[config.mk]
export PLATFORM = sky130hd
export DESIGN_NAME = rr_arbiter_param
export DESIGN_NICKNAME = d
export VERILOG_FILES = /design/src/rtl/rr_arbiter_param.sv
export SDC_FILE = /design/constraint.sdc
export NUM_CORES = 1
export LEC_CHECK = 0
export BUFFER_PORTS_ARGS = -buffer_cell sky130_fd_sc_hd__buf_4
export CAP_MARGIN = 5
export CELL_PAD_IN_SITES_DETAIL_PLACEMENT = 0
export CELL_PAD_IN_SITES_GLOBAL_PLACEMENT = 1
export CORE_MARGIN = 3
export CORE_UTILIZATION = 42
export CTS_CLUSTER_SIZE = 25
export DETAILED_ROUTE_END_ITERATION = 8
export HOLD_SLACK_MARGIN = 0.05
export PLACE_DENSITY = 0.88
export SYNTH_ARGS = -nofsm -noshare
export SYNTH_HDL_FRONTEND = slang
export SYNTH_SLANG_ARGS = --single-unit
[constraint.sdc]
create_clock -name clk -period 3.6 [get_ports clk]
set_input_delay 0.36 -clock clk [delete_from_list [all_inputs] [get_ports clk]]
set_output_delay 0.36 -clock clk [all_outputs]
set_load 0.02 [all_outputs]
[src/rtl/rr_arbiter_param.sv]
// rr_arbiter_param: N-way round-robin arbiter, registered one-hot grant. Rev 1.0
// Optional burst/hold mode compiled in with RR_ARBITER_PARAM_HOLD_EN.
`default_nettype none

module rr_arbiter_param #(
  parameter int N        = 4,
  parameter int MAX_HOLD = 4,
  localparam int IW      = (N > 2) ? $clog2(N) : 1
) (
  input  logic          clk,
  input  logic          rst_n,
  input  logic [N-1:0]  req,
  output logic [N-1:0]  gnt,
  output logic          gnt_valid,
  output logic [IW-1:0] gnt_id
);

  if (N < 2 || N > 32) begin : g_bad_n
    $error("rr_arbiter_param: N out of range 2..32");
  end
  if (MAX_HOLD < 1 || MAX_HOLD > 255) begin : g_bad_max_hold
    $error("rr_arbiter_param: MAX_HOLD out of range 1..255");
  end

  logic [IW-1:0] ptr;
  logic [N-1:0]  arb_gnt;
  logic [IW-1:0] arb_id;
  logic          arb_found;
  logic [IW:0]   sum;
  logic [IW-1:0] pos;
  logic [IW-1:0] next_ptr;
  logic          hold;
  logic [N-1:0]  d_gnt;
  logic [IW-1:0] d_id;

  // Scan from ptr upward, wrapping at N so no index >= N is ever produced.
  always_comb begin
    arb_gnt   = '0;
    arb_id    = '0;
    arb_found = 1'b0;
    sum       = '0;
    pos       = '0;
    for (int o = 0; o < N; o++) begin
      sum = {1'b0, ptr} + (IW+1)'(o);
      if (sum >= (IW+1)'(N)) sum = sum - (IW+1)'(N);
      pos = sum[IW-1:0];
      if (!arb_found && req[pos]) begin
        arb_found    = 1'b1;
        arb_gnt[pos] = 1'b1;
        arb_id       = pos;
      end
    end
  end

  assign next_ptr = (arb_id == IW'(N-1)) ? '0 : arb_id + 1'b1;

`ifdef RR_ARBITER_PARAM_HOLD_EN
  localparam int HW = (MAX_HOLD + 1 > 2) ? $clog2(MAX_HOLD + 1) : 1;

  logic [HW-1:0] hold_cnt;

  // Current owner keeps the grant while still requesting and under its burst limit.
  assign hold = (|(gnt & req)) && (hold_cnt < HW'(MAX_HOLD - 1));

  always_ff @(posedge clk) begin
    if (!rst_n) begin
      hold_cnt <= '0;
    end else if (hold) begin
      hold_cnt <= hold_cnt + 1'b1;
    end else begin
      hold_cnt <= '0;
    end
  end
`else
  assign hold = 1'b0;
`endif

  assign d_gnt = hold ? gnt    : arb_gnt;
  assign d_id  = hold ? gnt_id : arb_id;

  // ptr follows the combinational winner so the winner is last in next cycle's order.
  always_ff @(posedge clk) begin
    if (!rst_n) begin
      gnt       <= '0;
      gnt_valid <= 1'b0;
      gnt_id    <= '0;
      ptr       <= '0;
    end else begin
      gnt       <= d_gnt;
      gnt_valid <= |d_gnt;
      gnt_id    <= d_id;
      if (!hold && arb_found) ptr <= next_ptr;
    end
  end

endmodule

`default_nettype wire

# Word-level counts from Yosys, hierarchy flattened
# Cells that the tools add are included.
[word_totals] input_bits=6 wordCells=72 ff_bits=9 output_inout_bits=7
[classes] eq_ne=1 mux=33 n_lt_le_gt_ge=12 reduce_logical=11 add_sub_neg=8 n_bitwise=3
[op_table] operator="2-bit 2-to-1 mux" n=9
[op_table] operator="4-bit 2-to-1 mux" n=4
[op_table] operator="2-bit by 3-bit < comparator with 1-bit output, second input constant" n=4
[op_table] operator="1-bit 2-to-1 mux" n=12
[op_table] operator="4-bit bitwise OR" n=3
[op_table] operator="3-bit greater-or-equal comparator, second input constant" n=3
[op_table] operator="1-bit binary-select mux with 2-bit select" n=4
[op_table] operator="1-bit demux with 2-bit select" n=4
[op_table] operator="2-bit by 1-bit greater-or-equal comparator with 1-bit output, second input constant" n=4
[op_table] operator="2-bit by 1-bit subtractor with 2-bit output, second input constant" n=4
[op_table] operator="1-bit logical AND" n=7
[op_table] operator="2-bit by 2-bit adder with 3-bit output, second input constant" n=2
[op_table] operator="4-bit OR reduction" n=1
[op_table] operator="2-bit by 1-bit adder with 3-bit output, second input constant" n=1
[op_table] operator="2-bit by 3-bit greater-or-equal comparator with 1-bit output, second input constant" n=1
[op_table] operator="1-bit logical NOT" n=3
[op_table] operator="2-bit by 1-bit adder with 2-bit output, second input constant" n=1
[op_table] operator="2-bit equality test, second input constant" n=1

# Logic depth before layout (Yosys ltp)
[depth] ltp_word=16 mapped_depth=12 mapped_depth_nobuf=10

# Least setup slack after synthesis
# No wires, ideal clock.
[synth_timing] path_type="register to register" start="reg ptr[0]" end="reg ptr[1]" setup_ps=114 stages_incl_launch_ff=12 required_ps=3486 arrival_time_ps=2717 path_buffers=2 setup_slack_ps=768 synth_period_minus_slack_ps=2832 cell_sequence="dfxtp_1 -> buf_4 -> inv_1 -> ha_1 -> buf_2 -> or3b_1 -> a2111oi_0 -> nor3_2 -> a31oi_1 -> ha_1 -> mux2i_1 -> nor2_1"
[synth_between] elab_chain_cells=16 elab_cells_between_ends=40 cone_classes="add/sub (8); order compare (4); eq/ne (1); mux (21); reduce/logical (6)"
[synth_rtl] element="start: declaration" line="25" text="logic [IW-1:0] ptr;"
[synth_rtl] element="start signal: assignment" line="92" text="if (!hold && arb_found) ptr <= next_ptr;"
[synth_rtl] element="parallel branches: the longest is 13 deep, another holds 2-bit by 1-bit adder with 3-bit output"
[synth_rtl] element="2-bit 2-to-1 mux (*)" line="47" text="if (!arb_found && req[pos]) begin"
[synth_rtl] element="via arb_id[1]" line="27" text="logic [IW-1:0] arb_id;"
[synth_rtl] element="2-bit by 1-bit adder with 2-bit output / 2-bit equality test (equally long branches)" line="55" text="assign next_ptr = (arb_id == IW'(N-1)) ? '0 : arb_id + 1'b1;"
[synth_rtl] element="2-bit 2-to-1 mux (*)" line="55"
[synth_rtl] element="via next_ptr[1]" line="31" text="logic [IW-1:0] next_ptr;"
# Mark *: on every way through the listed nets, which the timed path passes. The select of a mux whose other input is x is not followed.
# A chain may end at the register's enable or synchronous reset.

# Final worst setup path
[layout_timing] start="reg ptr[0]" end="reg ptr[0]"
[layout_between] elab_chain_cells=16 elab_cells_between_ends=40 cone_classes="add/sub (8); order compare (4); eq/ne (1); mux (21); reduce/logical (6)"
[layout_rtl] element="parallel branches: the longest is 13 deep, another holds 2-bit by 1-bit adder with 3-bit output"
[layout_rtl] element="2-bit 2-to-1 mux (*)" line="47"
[layout_rtl] element="via arb_id[1]" line="27"
[layout_rtl] element="2-bit equality test (*)" line="55"
[layout_rtl] element="2-bit 2-to-1 mux (*)" line="55"
# Marked as above.

==> impl_metrics.ini <==
[run_status]
status = finished clean

[synth]
synth.avg_cell_area_sq_um = 8.12
synthCells = 119
yosysWarningCount = 0
synth_edf_count = 0
syn-num-nets = 132
ys_seq_elements = 9
seq_area_frac_synth = 0.187
syn_area_sq_um = 966
synthArstFlopShare = 0
synth_flop_cell = dfxtp_1
yosysUniqueCellTypes = 38

[cells_and_area]
fillers = 194
stdcell_area_sq_um = 1080
fin_nets = 141
syn2layout_area_growth_pct = 11.8
post_route_cells_drive_above_1_share = 0.220
diodes = 0
final_core_util = 0.524

[route]
routedWlPerCell_um = 13.3
ant_nets = 0
postRouteWirelength_um = 2040
drc = 0
vias = 884
first_iter_violations = 13
drt_pass1_iterations = 4
viasPerCell = 5.74

[setup_path]
critical_path_peak_fanout = 12
reg2reg_to = ptr[0]$_SDFFE_PN0P_
critical_path_class = reg2reg
r2r_start = ptr[0]$_SDFFE_PN0P_
required_ns = 3.76
cpMaxStageDelayCell = a2111oi_0
r2r_slack_ns = 0.67
critPathMaxStageDelay_ns = 0.57
arrival_ns = 3.09
path_cells = inv_1 -> ha_1 -> or3b_1 -> a2111oi_0 -> nor3_2 -> a31oi_1 -> ha_1 -> o21ai_0 -> and3_1
reg2reg_depth = 9
startpoint_type = register
critPathBufInv = 1
crit_path_end_kind = register
worst_path_most_repeated_cell = ha_1
cpLargestDelayFamily = compound AO/OA/AOI/OAI gates

[hold_path]
hp-start = rst_n
hold_path_class = in2reg
whs_path_depth = 2
hold_end = gnt_id[1]$_SDFF_PN0_

[clock_network]
cts_tree = done
cts_setup_buffers = 0
hold_buffers = 0
clkSlewWorstSetupHoldPaths_ns = 0.07
insertion_delay_ns = 0.26
ctsResizeCount = 0
cts_root_buf = clkbuf_4
htree_levels = 1
cts_buffers = 3
cts_sinks = 9
clock_path_buffers = 2

[timing]
tightest_slew_ns = 0.609
slew_violations = 0
hold_violations = 0
slew_headroom = 0.584
fin_skew_ns = 0.00892
setup_viol = 0
max_freq_ghz = 0.341
period_share = 0.814
period_needed_ns = 2.93
setup_tns_ns = 0
rsz0062_at_grt = no

[global_routing]
grt_pass1_wl_um = 3400
grt_pass1_vias = 763
antenna_found_initial = 0
grt_use_total = 0.156
grt-ovfl-total = 0
grt_max_degree = 32

[floorplanning]
io_pins = 13
die_w_um = 54.0
core_sq_um = 2060
die-area_sq_um = 2910
start_util = 0.468
die_h_um = 54.0
rows = 16

[pwr]
fin_total_pwr_w = 0.000831
ir_drop_mv = 0.500
power_density_nw_per_um2 = 770
p_leak_nw = 0.437

[place]
dp_hpwl_um = 1480
placed_area_sq_um = 1050
place_congestion = 0.803
io_buffers = 12

[run]
cap_violations = 0
-- synthesized netlist by cell type (all sizes together), types with 2 or more instances --
cell,count,area share
nand3b,3,0.023
mux2,4,0.047
mux2i,6,0.066
clkbuf,5,0.019
nor2b,4,0.026
a21oi,3,0.016
o22ai,9,0.058
o21ai,6,0.031
dfxtp,9,0.19
mux4,2,0.047
inv,5,0.019
and2,3,0.019
a2111oi,3,0.034
nor3,2,0.016
ha,7,0.091
and3,6,0.039
nand2,14,0.054
nor2,3,0.012
buf,5,0.035
nand2b,5,0.032
a221o,2,0.021
nor4,2,0.013
-- placed cells by master (no fill, tap or decap), drive strengths merged, types with 4 or more instances in the layout --
cell,n
nand2,14
buf,14
o22ai,9
dfxtp,9
ha,7
o21ai,6
and3,6
mux2i,6
inv,5
nand2b,5
mux2,4
nor2b,4
-- routing by layer --
layer  global-route usage  vias up  wire (um)
met5                    0        -          0
met4               0.0255        0          0
met3               0.0249        0         36
met2                0.270       10        995
met1                0.203      415       1010
li1                     -      459          -
-- power breakdown --
part	internal (W)	total [W]	switching, W
registers	0.000145	0.000157	0.0000122
logic	0.000263	0.000597	0.000334
clock network	0.0000409	0.0000769	0.0000360
total	0.000449	0.000831	0.000382
-- metrics by stage --
step	hold WS, ns	std cells	worst slack, ns
6_report	0.392	154	0.669
5_1_grt	0.390	154	0.421
4_1_cts	0.385	154	0.640
3_5_place_dp	0.660	150	0.664
3_3_place_gp	0.659	150	0.763
2_1_floorplan	0.543	119	0.768
-- kinds of logic (layout without fill, tap and decap cells) --
kind of cell / count (synthesis) / in the layout / synth area share
fa+ha+maj: 7 / 7 / 0.0907
compound gates: 31 / 31 / 0.228
flops: 9 / 9 / 0.187
simple gates: 45 / 45 / 0.262
mux: 12 / 12 / 0.159
buf+inv: 15 / 23 / 0.0738
-- how the worst max path moves through the flow --
| stage | startpoint | to | cells after the start | slack (ns) |
|---|---|---|---|---|
| 2_1_floorplan | ptr[0]$_SDFFE_PN0P_ | ptr[1]$_SDFFE_PN0P_ | 11 | 0.77 |
| 3_3_place_gp | ptr[0]$_SDFFE_PN0P_ | ptr[1]$_SDFFE_PN0P_ | 9 | 0.76 |
| 3_5_place_dp | ptr[0]$_SDFFE_PN0P_ | ptr[1]$_SDFFE_PN0P_ | 9 | 0.66 |
| 4_1_cts | ptr[0]$_SDFFE_PN0P_ | ptr[1]$_SDFFE_PN0P_ | 9 | 0.64 |
| 5_1_grt | ptr[0]$_SDFFE_PN0P_ | ptr[1]$_SDFFE_PN0P_ | 10 | 0.42 |
| 6_report | ptr[0]$_SDFFE_PN0P_ | ptr[0]$_SDFFE_PN0P_ | 9 | 0.67 |
-- cell type report --
cell class / count / area, sq um / share of cell area
Clock buffer: 3 / 22.5 / 0.0209
Clock inverter: 1 / 5.00 / 0.00463
Inverter: 5 / 18.8 / 0.0174
Multi-Input combinational cell: 95 / 714 / 0.662
Sequential cell: 9 / 180 / 0.167
Tap cell: 27 / 33.8 / 0.0313
Timing Repair Buffer: 14 / 105 / 0.0973
-- registers in the layout (all words and copies together), names as in the netlist --
name       flops
gnt_id         2
gnt_valid      1
ptr            2
gnt            4
Power figures use the tool's default switching activity.
